## config.mk

```make
export PLATFORM = sky130hd
export DESIGN_NAME = bird_input_ctrl_flat
export DESIGN_NICKNAME = d
export VERILOG_FILES = /design/src/rtl/bird_pkg.sv /design/src/rtl/bird_input_ctrl_if.sv /design/src/rtl/key_debounce.sv /design/src/rtl/bird_input_ctrl.sv /design/src/flat_wrapper.sv
export SDC_FILE = /design/constraint.sdc
export NUM_CORES = 1
export LEC_CHECK = 0
export CAP_MARGIN = 20
export CORE_AREA = 4 4 41 43
export DETAILED_ROUTE_END_ITERATION = 10
export DIE_AREA = 0 0 45 47
export HOLD_SLACK_MARGIN = 0.06
export PLACE_DENSITY_LB_ADDON = 0.2
export SYNTH_ARGS = -nofsm -noshare
export SYNTH_HDL_FRONTEND = slang
export SYNTH_SLANG_ARGS = --single-unit
```

## constraint.sdc

```tcl
create_clock -name Clock -period 1.4 [get_ports Clock]
set_input_delay 0.14 -clock Clock [delete_from_list [all_inputs] [get_ports Clock]]
set_output_delay 0.14 -clock Clock [all_outputs]
set_load 0.03 [all_outputs]
```

## src/rtl/bird_pkg.sv

```systemverilog
// Shared constants for the bird column input path.
// The defaults are the small simulation values; the board build overrides the top-level parameters.
package bird_pkg;
    localparam int BIRD_DEBOUNCE_CYCLES = 4;
    localparam int BIRD_GRAVITY_CYCLES  = 16;
endpackage

```

## src/rtl/bird_input_ctrl_if.sv

```systemverilog
// Flap/enable inputs and up/bottom move pulses between the game logic and the bird input controller.
interface bird_input_ctrl_if;
    logic key;
    logic enable;
    logic up;
    logic bottom;

    modport master (output key, output enable, input up, input bottom);
    modport slave  (input key, input enable, output up, output bottom);
endinterface

```

## src/rtl/key_debounce.sv

```systemverilog
// Synchronizes the raw flap button, debounces it and emits a one-cycle pulse on each debounced press.
module key_debounce
    import bird_pkg::*;
#(
    parameter int DEBOUNCE_CYCLES = BIRD_DEBOUNCE_CYCLES
) (
    input  logic Clock,
    input  logic Reset,
    input  logic key,
    output logic rise
);
    localparam int DW = $clog2(DEBOUNCE_CYCLES);
    localparam logic [DW-1:0] DCNT_LAST = DW'(DEBOUNCE_CYCLES - 1);

    logic          s1_r;
    logic          s2_r;
    logic          db_r;
    logic          db_q_r;
    logic [DW-1:0] dcnt_r;

    // Two-flop synchronizer, debounce counter and the delayed level used for edge detection.
    always_ff @(posedge Clock or posedge Reset) begin
        if (Reset) begin
            s1_r   <= 1'b0;
            s2_r   <= 1'b0;
            db_r   <= 1'b0;
            db_q_r <= 1'b0;
            dcnt_r <= {DW{1'b0}};
        end else begin
            s1_r   <= key;
            s2_r   <= s1_r;
            db_q_r <= db_r;
            if (s2_r != db_r) begin
                if (dcnt_r == DCNT_LAST) begin
                    db_r   <= s2_r;
                    dcnt_r <= {DW{1'b0}};
                end else begin
                    dcnt_r <= dcnt_r + DW'(1);
                end
            end else begin
                dcnt_r <= {DW{1'b0}};
            end
        end
    end

    // Only the press edge matters; releases are silent.
    assign rise = db_r & ~db_q_r;
endmodule

```

## src/rtl/bird_input_ctrl.sv

```systemverilog
// Turns the flap button and a gravity timer into mutually exclusive one-cycle up/bottom pulses
// for the bird column cells.
module bird_input_ctrl
    import bird_pkg::*;
#(
    parameter int DEBOUNCE_CYCLES = BIRD_DEBOUNCE_CYCLES,
    parameter int GRAVITY_CYCLES  = BIRD_GRAVITY_CYCLES
) (
    input  logic              Clock,
    input  logic              Reset,
    bird_input_ctrl_if.slave  bus
);
    localparam int GW = $clog2(GRAVITY_CYCLES);
    localparam logic [GW-1:0] GCNT_LAST = GW'(GRAVITY_CYCLES - 1);

    logic          rise_s;
    logic          fall_s;
    logic [GW-1:0] gcnt_r;
    logic          up_r;
    logic          bottom_r;

    key_debounce #(
        .DEBOUNCE_CYCLES(DEBOUNCE_CYCLES)
    ) u_key_debounce (
        .Clock (Clock),
        .Reset (Reset),
        .key   (bus.key),
        .rise  (rise_s)
    );

    assign fall_s = (gcnt_r == GCNT_LAST);

    // Gravity interval counter and output pulses; a flap restarts the interval and wins over a fall.
    always_ff @(posedge Clock or posedge Reset) begin
        if (Reset) begin
            gcnt_r   <= {GW{1'b0}};
            up_r     <= 1'b0;
            bottom_r <= 1'b0;
        end else begin
            if (!bus.enable) begin
                gcnt_r <= {GW{1'b0}};
            end else if (rise_s) begin
                gcnt_r <= {GW{1'b0}};
            end else if (fall_s) begin
                gcnt_r <= {GW{1'b0}};
            end else begin
                gcnt_r <= gcnt_r + GW'(1);
            end
            up_r     <= bus.enable & rise_s;
            bottom_r <= bus.enable & ~rise_s & fall_s;
        end
    end

    assign bus.up     = up_r;
    assign bus.bottom = bottom_r;
endmodule

```

## src/flat_wrapper.sv

```systemverilog
// flat-port wrapper written by rule: the top's interface ports become plain ports
module bird_input_ctrl_flat import bird_pkg::*;
#(
    parameter int DEBOUNCE_CYCLES = BIRD_DEBOUNCE_CYCLES,
    parameter int GRAVITY_CYCLES  = BIRD_GRAVITY_CYCLES
)
  (Clock, Reset, bus_key, bus_enable, bus_up, bus_bottom);
  bird_input_ctrl_if bus_i ();
  input  logic Clock;
  input  logic Reset;
  input wire logic [$bits(bus_i.key)-1:0] bus_key;
  input wire logic [$bits(bus_i.enable)-1:0] bus_enable;
  output wire logic [$bits(bus_i.up)-1:0] bus_up;
  output wire logic [$bits(bus_i.bottom)-1:0] bus_bottom;
  assign bus_i.key = bus_key;
  assign bus_i.enable = bus_enable;
  assign bus_up = bus_i.up;
  assign bus_bottom = bus_i.bottom;
  bird_input_ctrl #(.DEBOUNCE_CYCLES(DEBOUNCE_CYCLES), .GRAVITY_CYCLES(GRAVITY_CYCLES)) u_core (.Clock(Clock), .Reset(Reset), .bus(bus_i));
endmodule
```

After elaboration in Yosys (flattened, before gate mapping)
Cells that the tools add are included.
{ "word_totals": {"out_inout_bits": 2, "mem_bits_ro": 0, "memories": 0, "register_bits": 12, "ramBits": 0, "word_cells": 25, "latchBits": 0} }
{ "op_classes": {"bitwise_logic": 6, "n_div": 0, "n_reduce_logical": 1, "eq_ne": 3, "order_cmp": 0, "add_sub_neg": 2, "mul": 0, "n_mux": 5, "shifts": 0} }
{ "ops": {"columns": ["op", "count"], "rows": [
  ["$mux 4", 3],
  ["$add 4x1->4 const B", 1],
  ["$and 1x1->1", 4],
  ["$eq 4x4->1 const B", 1],
  ["$mux 2", 2],
  ["$add 2x1->2 const B", 1],
  ["$eq 2x2->1 const B", 1],
  ["$not 1->1", 2],
  ["$reduce_and 2->1", 1],
  ["$ne 1x1->1", 1]
]} }

Depth between registers and ports, before layout
Gate-level depths: netlist (run 1).
{ "depth": {"depth_word": 5, "ltp_mapped": 4, "depth_no_buf": 4} }

Modules after synthesis
A second synthesis (run 1) with hierarchy kept.
{ "unflattened": {"cells_unflattened": 33, "hier_area_um2": 446.7} }
{ "by_module_without_submodules": {"columns": ["mod", "cells_per_inst", "instances", "area_per_inst_um2"], "rows": [
  ["bird_input_ctrl", 20, 1, 237.7],
  ["key_debounce", 13, 1, 209.0]
]} }

Least setup slack after synthesis (run 1)
OpenSTA, ideal clock, no wires.
{ "synth_path": {"path_type": "register to register", "startpoint": "register u_core.gcnt_r[0]", "endpoint": "register u_core.gcnt_r[3]", "n_path_buf": 0, "setup_time_ns": 0.077, "required_ns": 1.323, "path_stages_with_launch": 5, "path_slack_ns": 0.398, "synth_period_minus_slack_ns": 1.002, "t_arrival_ns": 0.924, "path_cell_list": "dfrtp_1 ha_1 a21oi_1 o21ai_0 a21oi_1"} }
{ "synth_via": {"elab_chain_cells": 4, "elab_cells_between_ends": 5, "classes_between": "add/sub: 1; eq/ne: 1; mux: 3"} }
{ "synth_rtl": {"columns": ["item", "line_no", "text"], "rows": [
  ["start, declared", "bird_input_ctrl.sv:18", "logic [GW-1:0] gcnt_r;"],
  ["start signal, assigned", "bird_input_ctrl.sv:36", "gcnt_r <= {GW{1'b0}};"],
  ["start signal, assigned", "bird_input_ctrl.sv:41", "gcnt_r <= {GW{1'b0}};"],
  ["start signal, assigned", "bird_input_ctrl.sv:43", "gcnt_r <= {GW{1'b0}};"],
  ["$add 4x1->4 or $eq 4x4->1 (tied branches)", "bird_input_ctrl.sv:47, bird_input_ctrl.sv:31", null],
  ["$mux 4 (*)", "bird_input_ctrl.sv:44", "end else if (fall_s) begin"],
  ["$mux 4 (*)", "bird_input_ctrl.sv:42", "end else if (rise_s) begin"],
  ["$mux 4 (*)", "bird_input_ctrl.sv:40", "if (!bus.enable) begin"]
]} }
Mark *: on every way between the ends. The rest lies on a longest branch, timed or not.
A chain may end at the register's enable or synchronous reset.

Worst setup path in the final report (run 1)
Ends and elaborated chain as after synthesis.

==> impl_metrics.json, run 1 <==
{
  "status": "finished, final reports clean",
  "worstReg2RegStart": "u_core.gcnt_r[0]",
  "cp-end-kind": "flop",
  "p_switching_uw": 275,
  "hold_viol": 0,
  "first_iter_violations": 0,
  "rows": 13,
  "p_per_area_mw_per_mm2": 1690,
  "synth_area_um2": 459,
  "vias": 271,
  "p_leak_nw": 0.263,
  "antenna_found_initial": 0,
  "post_cts_buffers": 0,
  "pin_count": 6,
  "fin_tns_setup_ps": 0,
  "min_period_ps": 1150,
  "clockBufferDepth": 2,
  "comb_power_share_pct": 20.6,
  "fmax_mhz": 872,
  "multi_input_area_um2": 144,
  "reg2reg_to": "u_core.gcnt_r[3]",
  "cts_buffers": 3,
  "cts_sinks": 12,
  "syn2layout_area_growth_pct": 22.3,
  "core_mm2": 0.00130,
  "grt.total_usage_pct": 7.49,
  "ant_nets": 0,
  "synth_mux_area_share_pct": 0,
  "p_seq_share_pct": 51.8,
  "synth_xor_area_share_pct": 3.81,
  "grt_setup_unrepaired": "false",
  "fillCellCount": 124,
  "avgRoutedWirePerCell_um": 10.6,
  "yosys.area_share.simple_pct": 14.2,
  "slowest_stage": "dfrtp_1",
  "grt_max_degree": 13,
  "h-tree-depth": 1,
  "max_stage_delay_ps": 420,
  "max_cap_violations": 0,
  "die_height_um": 47,
  "critPathLaunchType": "flop",
  "drive_above_1_share_pct": 18.2,
  "yosys_warnings": 0,
  "pwr-share-clk_pct": 27.6,
  "max_slew_margin_pct": 71.5,
  "min_period_over_period_pct": 82.0,
  "fin_area_um2": 562,
  "vdd_drop_max_uv": 714,
  "synth_adder_area_share_pct": 5.45,
  "worstPathMaxFanout": 4,
  "ys_ff_latch": 12,
  "seq_area_um2": 300,
  "synth_compound_area_share_pct": 7.90,
  "cts_tree": "done",
  "power.internal_uw": 675,
  "clock_latency_ps": 260,
  "die_area_mm2": 0.00212,
  "die_w_um": 45,
  "drt-total-wl_um": 624,
  "worstPathCellList": "ha_1 -> a21oi_1 -> o21ai_0 -> a21oi_1",
  "tightest_slew_ps": 426,
  "start_util_pct": 35.3,
  "grt-ovfl-total": 0,
  "hold_path_class": "primary input to async pin",
  "path_class": "flop to flop",
  "io_buffers": 5,
  "synthCells": 35,
  "drt-vias-per-instance": 4.59,
  "firstDrtPassIters": 1,
  "slew_viol_final": 0,
  "ctsHoldBuffers": 0,
  "crit_path_frequent_cell": "a21oi_1",
  "antenna-diode-count": 0,
  "worstRegToRegCells": 4,
  "cp_top_family": "flip-flops",
  "cp.arrival_ps": 1330,
  "drc": 0,
  "yosysSeqAreaShare_pct": 65.4,
  "place.gp.congestion": 0.659,
  "switching_share_pct": 28.9,
  "r2r_slack_ps": 250,
  "fin_skew_ps": 3.89,
  "syn_area_per_cell_um2": 13.1,
  "dpl-instance-area_um2": 528,
  "synthesis.nets": 41,
  "grt_pass1_wl_um": 1040,
  "grt_pass1_vias": 263,
  "nNetsFinal": 51,
  "synth_top_family_by_area": "simple AND/OR/NAND/NOR gates",
  "dpl.hpwl_um": 488,
  "clkSlewWorstSetupHoldPaths_ps": 70,
  "total_power_uw": 950,
  "setup_viol": 0,
  "critical_path_buf_inv_count": 0,
  "yosysUniqueCellTypes": 16,
  "cts_root_buf": "clkbuf_4",
  "crit_required_ps": 1590
}
==> cell families after synthesis <==
family	count (synthesis)
xor gates and xnor gates	2
adders and majority gates	2
DFF	12
buffers and inverters	4
and+or+nand+nor	10
AOI/OAI and AO/OA	5
==> placed cells by master (no fill, tap or decap), types with 2 or more instances in the layout <==
cell type,synthesis,routed
dfrtp_1,12,12
a21oi_1,2,2
ha_1,2,2
nor2_1,3,3
o21ai_0,2,2
inv_1,3,3
dlygate4sd2_1,0,2
clkbuf_4,0,3
clkdlybuf4s50_1,0,3
xnor2_1,2,2
==> registers in the layout, indices dropped and copies added (netlist names) <==
name / cells
u_core.gcnt_r: 4
u_core.u_key_debounce.dcnt_r: 2
u_core.bus.bottom: 1
u_core.bus.up: 1
u_core.u_key_debounce.db_q_r: 1
u_core.u_key_debounce.db_r: 1
u_core.u_key_debounce.s1_r: 1
u_core.u_key_debounce.s2_r: 1
==> Yosys cell counts <==
library cell | count | area (µm²)
xnor2_1 | 2 | 17.5
dfrtp_1 | 12 | 300
o21ai_0 | 2 | 10.0
nor2b_1 | 1 | 6.26
nor3b_2 | 1 | 12.5
ha_1 | 2 | 25.0
nor3_2 | 1 | 10.0
nand4b_1 | 1 | 8.76
o21ai_4 | 1 | 16.3
inv_2 | 1 | 3.75
a21oi_1 | 2 | 10.0
nor2_1 | 3 | 11.3
nor3b_1 | 1 | 7.51
inv_1 | 3 | 11.3
nand2_1 | 1 | 3.75
nand3_1 | 1 | 5.00
==> power groups by stage <==
stage / Sequential, mW / Combinational, mW / Clock (mW)
6_report: 0.492 / 0.196 / 0.262
5_1_grt: 0.501 / 0.224 / 0.291
4_1_cts: 0.491 / 0.202 / 0.274
3_5_place_dp: 0.499 / 0.205 / 0
3_3_place_gp: 0.493 / 0.194 / 0
2_1_floorplan: 0.501 / 0.143 / 0
==> how the worst max path moves through the flow <==
| stage | startpoint | end | slack (ps) | cells past startpoint |
|---|---|---|---|---|
| 2_1_floorplan | u_core.gcnt_r[0] | u_core.gcnt_r[3] | 400 | 4 |
| 3_3_place_gp | u_core.bus.bottom | bus_bottom | 300 | 1 |
| 3_5_place_dp | u_core.gcnt_r[0] | u_core.gcnt_r[3] | 250 | 4 |
| 4_1_cts | u_core.gcnt_r[0] | u_core.gcnt_r[3] | 240 | 4 |
| 5_1_grt | u_core.gcnt_r[0] | u_core.gcnt_r[3] | 200 | 4 |
| 6_report | u_core.gcnt_r[0] | u_core.gcnt_r[3] | 250 | 4 |
==> worst register-to-register path, stage by stage (launching register included) <==
cell and delay, ps:
dfrtp_1 420, ha_1 250, a21oi_1 130, o21ai_0 100
a21oi_1 180
==> layer usage <==
metal / global-route usage, % / wire length, µm / vias up
li1: - / - / 137
met1: 9.13 / 270 / 128
met2: 9.32 / 307 / 6
met3: 3.83 / 46 / 0
met4: 7.02 / 0 / 0
met5: 0 / 0 / -
==> timing repair <==
item | 4_1_cts | 5_1_grt
endpoints found under the hold margin | 0 | 0
resized for setup | 2 | 0
setup endpoints to repair | 2 | 0
==> layout make-up <==
| class | instances | share of cell area [%] |
|---|---|---|
| flip-flops and latches | 12 | 53.5 |
| multi-input cells | 19 | 25.6 |
| inverters | 4 | 2.67 |
| clock buffers | 4 | 6.46 |
| repair buffers | 5 | 8.46 |
| well taps | 15 | 3.34 |
==> through the flow <==
| stage | std cells | hold slack [ps] | util [%] | setup WS [ps] |
|---|---|---|---|---|
| 2_1_floorplan | 35 | 4.70 | - | 398 |
| 3_3_place_gp | 55 | 347 | 40.6 | 299 |
| 3_5_place_dp | 55 | 344 | 40.6 | 251 |
| 4_1_cts | 59 | 175 | 43.2 | 240 |
| 5_1_grt | 59 | 206 | 43.2 | 196 |
| 6_report | 59 | 163 | 43.2 | 253 |
Note: power is estimated with default switching activity, not from simulation.
==> inputs of run 2 (changes only) <==
clock period = 1.1 ns   (was 1.4 ns; I/O delays follow)
==> impl_metrics.json, run 2 (synthesis gave the netlist of run 1 again) <==
{
  "pin_count": 6,
  "core_mm2": 0.00130,
  "fmax_mhz": 961,
  "seq_area_um2": 300,
  "fillCellCount": 123,
  "largest_reg_flops": 4,
  "avgRoutedWirePerCell_um": 12.3,
  "post_cts_buffers": 0,
  "grt_setup_unrepaired": "false",
  "clkSlewWorstSetupHoldPaths_ps": 80,
  "die_area_mm2": 0.00212,
  "grt_pass1_wl_um": 1230,
  "firstDrtPassIters": 4,
  "final_core_util_pct": 43.8,
  "die_w_um": 45,
  "antenna-diode-count": 0,
  "cts_buffers": 3,
  "critical_path_buf_inv_count": 0,
  "setup_viol": 0,
  "tightest_slew_ps": 443,
  "max_cap_violations": 0,
  "dpl.hpwl_um": 546,
  "drt-vias-per-instance": 4.73,
  "cp-end-kind": "flop",
  "min_period_ps": 1040,
  "rows": 13,
  "first_iter_violations": 13,
  "cp.depth": 4,
  "start_util_pct": 35.3,
  "dp_slack_ps": 58.7,
  "worstPathCellList": "ha_2 -> a21oi_1 -> o21ai_0 -> a21oi_1",
  "drc": 0,
  "antenna_found_initial": 0,
  "whs_ps": 131,
  "io_buffers": 5,
  "cts_sinks": 12,
  "worstPathMaxFanout": 3,
  "layout_commonest_cell": "dfrtp_1",
  "vdd_drop_max_uv": 911,
  "hold_viol": 0,
  "multi_input_area_um2": 146,
  "cp_top_family": "flip-flops",
  "grt.total_usage_pct": 8.90,
  "status": "finished, final reports clean",
  "fin_ws_ps": 59.5,
  "grt-ovfl-total": 0,
  "vias": 284,
  "min_period_over_period_pct": 94.6,
  "slew_viol_final": 0,
  "critPathLaunchType": "flop",
  "die_height_um": 47,
  "drt-total-wl_um": 739,
  "p_per_area_mw_per_mm2": 2210,
  "max_slew_margin_pct": 70.4,
  "syn2layout_area_growth_pct": 24.0,
  "ant_nets": 0,
  "fin_tns_setup_ps": 0,
  "stdcell_count": 60,
  "clockBufferDepth": 2,
  "grt_pass1_vias": 282,
  "path_class": "flop to flop",
  "drive_above_1_share_pct": 26.7,
  "cp.arrival_ps": 1240,
  "hold_path_class": "primary input to async pin",
  "slowest_stage": "dfrtp_1",
  "regMostFlops": "u_core.gcnt_r",
  "nNetsFinal": 52,
  "h-tree-depth": 1,
  "crit_required_ps": 1300,
  "fin_skew_ps": 3.75,
  "clock_latency_ps": 270,
  "cts_root_buf": "clkbuf_4",
  "cts_tree": "done",
  "grt_max_degree": 13,
  "crit_path_frequent_cell": "a21oi_1",
  "p_leak_nw": 0.261,
  "worstRegToRegCells": 4,
  "reg_top3": "u_core.gcnt_r x4, u_core.u_key_debounce.dcnt_r x2",
  "dp.cells": 56,
  "place.gp.congestion": 0.726,
  "max_stage_delay_ps": 400
}
run 2: cell types whose count changed in the layout (fill, tap and decap cells not counted), sizes merged:
cell / delta
dlygate4sd2: -2
buf: +3
run 2: per-layer routing:
layer	up-vias	global-route usage, %	share of wire (%)
li1	135	-	-
met1	139	9.74	42
met2	8	13.8	49
met3	2	2.30	6.8
met4	0	8.77	1.2
met5	-	0	0
run 2: path summary, 6_finish.rpt:
path	start	to	slack (ps)
setup reg to reg	u_core.gcnt_r[0]	u_core.gcnt_r[3]	60
hold / removal	Reset	u_core.u_key_debounce.s1_r	130
min in group Clock	bus_key	u_core.u_key_debounce.s1_r	270
hold reg to reg	u_core.u_key_debounce.s1_r	u_core.u_key_debounce.s2_r	360
setup / recovery	u_core.gcnt_r[0]	u_core.gcnt_r[3]	60
max in group asynchronous	Reset	u_core.gcnt_r[1]	660
run 2: layout make-up:
class / count / area share (%)
multi-input combinational: 19 / 25.7
clock buffer: 4 / 6.37
timing repair buffer: 6 / 9.23
inverter: 4 / 2.64
tap: 15 / 3.30
sequential: 12 / 52.7
run 2: through the flow:
stage                     area [µm²]  power [mW]
after floorplan                  459       0.820
after global placement           531       0.890
after detailed placement         531       0.917
after CTS                        567        1.27
after global routing             569        1.34
final                            569        1.26
run 2: report_power, final:
group / switching (mW) / internal (mW)
clock network: 0.148 / 0.201
logic: 0.149 / 0.135
registers: 0.0802 / 0.544
total: 0.377 / 0.880
run 2: worst register-to-register path, delay by kind of cell (launching register included):
kind	cells	cell delay, ps
adders and majority gates	1	210
DFF	1	400
AOI/OAI and AO/OA	3	360
run 2: repair_timing:
item / 4_1_cts / 5_1_grt
endpoints found under the setup margin: 0 / 1
hold buffers: 0 / 0
gates resized for setup: 0 / 1
==> inputs of run 3 (changes only) <==
CORE_AREA = 2 2 39 41   (was 4 4 41 43)
DIE_AREA = 0 0 41 43   (was 0 0 45 47)
==> impl_metrics.json, run 3 (synthesis gave the netlist of run 1 again) <==
{
  "pin_count": 6,
  "multi_input_area_um2": 150,
  "fillCellCount": 144,
  "status": "finished, final reports clean",
  "pwr-share-clk_pct": 21.3,
  "die_w_um": 41,
  "worstPathMaxFanout": 3,
  "drt-total-wl_um": 648,
  "cts_tree": "done",
  "hold_viol": 0,
  "dpl.hpwl_um": 533,
  "clkSlewWorstSetupHoldPaths_ps": 60,
  "reg_top3": "u_core.gcnt_r x4, u_core.u_key_debounce.dcnt_r x2",
  "io_buffers": 5,
  "place.gp.congestion": 0.586,
  "fin_skew_ps": 6.93,
  "grt.total_usage_pct": 10.3,
  "vias": 281,
  "regMostFlops": "u_core.gcnt_r",
  "die_area_mm2": 0.00176,
  "grt-ovfl-total": 0,
  "p_per_area_mw_per_mm2": 2080,
  "drive_above_1_share_pct": 27.3,
  "layout_commonest_cell": "dfrtp_1",
  "use_met1_pct": 9.83,
  "busiest_layer": "met2",
  "max_stage_delay_ps": 410,
  "setup_viol": 0,
  "seq_area_um2": 300,
  "ctsHoldBuffers": 0,
  "hold_path_class": "primary input to async pin",
  "die_height_um": 43,
  "min_period_over_period_pct": 90.6,
  "critPathLaunchType": "flop",
  "p_switching_uw": 350,
  "path_class": "flop to flop",
  "fmax_mhz": 1000,
  "grt_setup_unrepaired": "false",
  "max_cap_violations": 0,
  "critical_path_buf_inv_count": 0,
  "tightest_slew_ps": 416,
  "ant_nets": 0,
  "cts_root_buf": "clkbuf_4",
  "slowest_stage": "dfrtp_1",
  "drc": 0,
  "p_leak_nw": 0.253,
  "layout_common_cells": "dfrtp_1, nor2_1, inv_1, clkbuf_4, clkdlybuf4s50_1",
  "drt-vias-per-instance": 4.68,
  "global_route.usage.met3_pct": 6.28,
  "firstDrtPassIters": 2,
  "first_iter_violations": 4,
  "grt_pass1_wl_um": 1170,
  "avgRoutedWirePerCell_um": 10.8,
  "dp_slack_ps": 9.56,
  "antenna_found_initial": 0,
  "dpl-instance-area_um2": 537,
  "vdd_drop_max_uv": 1250,
  "max_slew_margin_pct": 72.2,
  "fin_ws_ps": 103,
  "clockBufferDepth": 2,
  "cp_top_family": "flip-flops",
  "syn2layout_area_growth_pct": 21.0,
  "cp.depth": 4,
  "min_period_ps": 997,
  "start_util_pct": 33.2,
  "clock_latency_ps": 260,
  "h-tree-depth": 1,
  "crit_required_ps": 1290,
  "nNetsFinal": 52,
  "cts_buffers": 3,
  "cp-end-kind": "flop",
  "p_seq_share_pct": 53.9,
  "cp.arrival_ps": 1190,
  "comb_power_share_pct": 24.8,
  "slew_viol_final": 0,
  "grt_pass1_vias": 300,
  "largest_reg_flops": 4,
  "switching_share_pct": 30.3,
  "cts_sinks": 12,
  "worstRegToRegCells": 4,
  "power.internal_uw": 804,
  "fin_tns_setup_ps": 0,
  "met2_usage_pct": 16.9,
  "core_mm2": 0.00138,
  "antenna-diode-count": 0,
  "grt_max_degree": 13,
  "worstPathCellList": "ha_2 -> a21oi_2 -> o21ai_1 -> a21oi_1",
  "rows": 14,
  "fin_area_um2": 556
}
[run 3: through the flow]
step | util, % | std cells | power (mW) | hold WS [ps]
2_1_floorplan | - | 35 | 0.820 | -25.3
3_3_place_gp | 38.8 | 57 | 0.896 | 342
3_5_place_dp | 38.8 | 57 | 0.918 | 348
4_1_cts | 40.3 | 60 | 1.16 | 156
5_1_grt | 40.1 | 60 | 1.24 | 165
6_report | 40.1 | 60 | 1.15 | 143
[run 3: power groups by stage]
stage	logic (mW)	registers, mW	clock network, mW
CTS	0.287	0.621	0.255
floorplan	0.182	0.638	0
finish	0.287	0.622	0.246
global route	0.327	0.634	0.281
detailed placement	0.289	0.630	0
global placement	0.275	0.622	0
[run 3: final timing paths]
kind,endpoint,slack (ps),startpoint
setup / recovery,u_core.gcnt_r[3],100,u_core.gcnt_r[1]
hold / removal,u_core.gcnt_r[0],140,Reset
setup reg to reg,u_core.gcnt_r[3],100,u_core.gcnt_r[1]
hold reg to reg,u_core.u_key_debounce.s2_r,360,u_core.u_key_debounce.s1_r
max in group asynchronous,u_core.u_key_debounce.db_r,660,Reset
min in group Clock,u_core.u_key_debounce.s1_r,290,bus_key
[run 3: worst reg2reg max path, stage by stage (launching register included)]
cell and delay [ps]:
dfrtp_1 410, ha_2 210, a21oi_2 100, o21ai_1 70, a21oi_1 140
[run 3: final cells by class]
type / count / share of cell area [%]
multi-input cells: 19 / 27.0
clock buffers: 3 / 4.05
inverters: 4 / 2.70
repair buffers: 6 / 8.56
flip-flops and latches: 12 / 54.1
well taps: 16 / 3.60
[run 3: metal layers]
layer	vias to the layer above	part of all wire, %	routed length, µm
met4	0	1.5	10
met2	7	54	352
met5	-	0	0
met3	2	6.6	43
li1	136	-	-
met1	136	37	241
[run 3: repair_timing]
item                       4_1_cts  5_1_grt
cloned                           0        0
setup buffers                    0        0
setup endpoints to repair        2        3
gates resized for setup          3        6
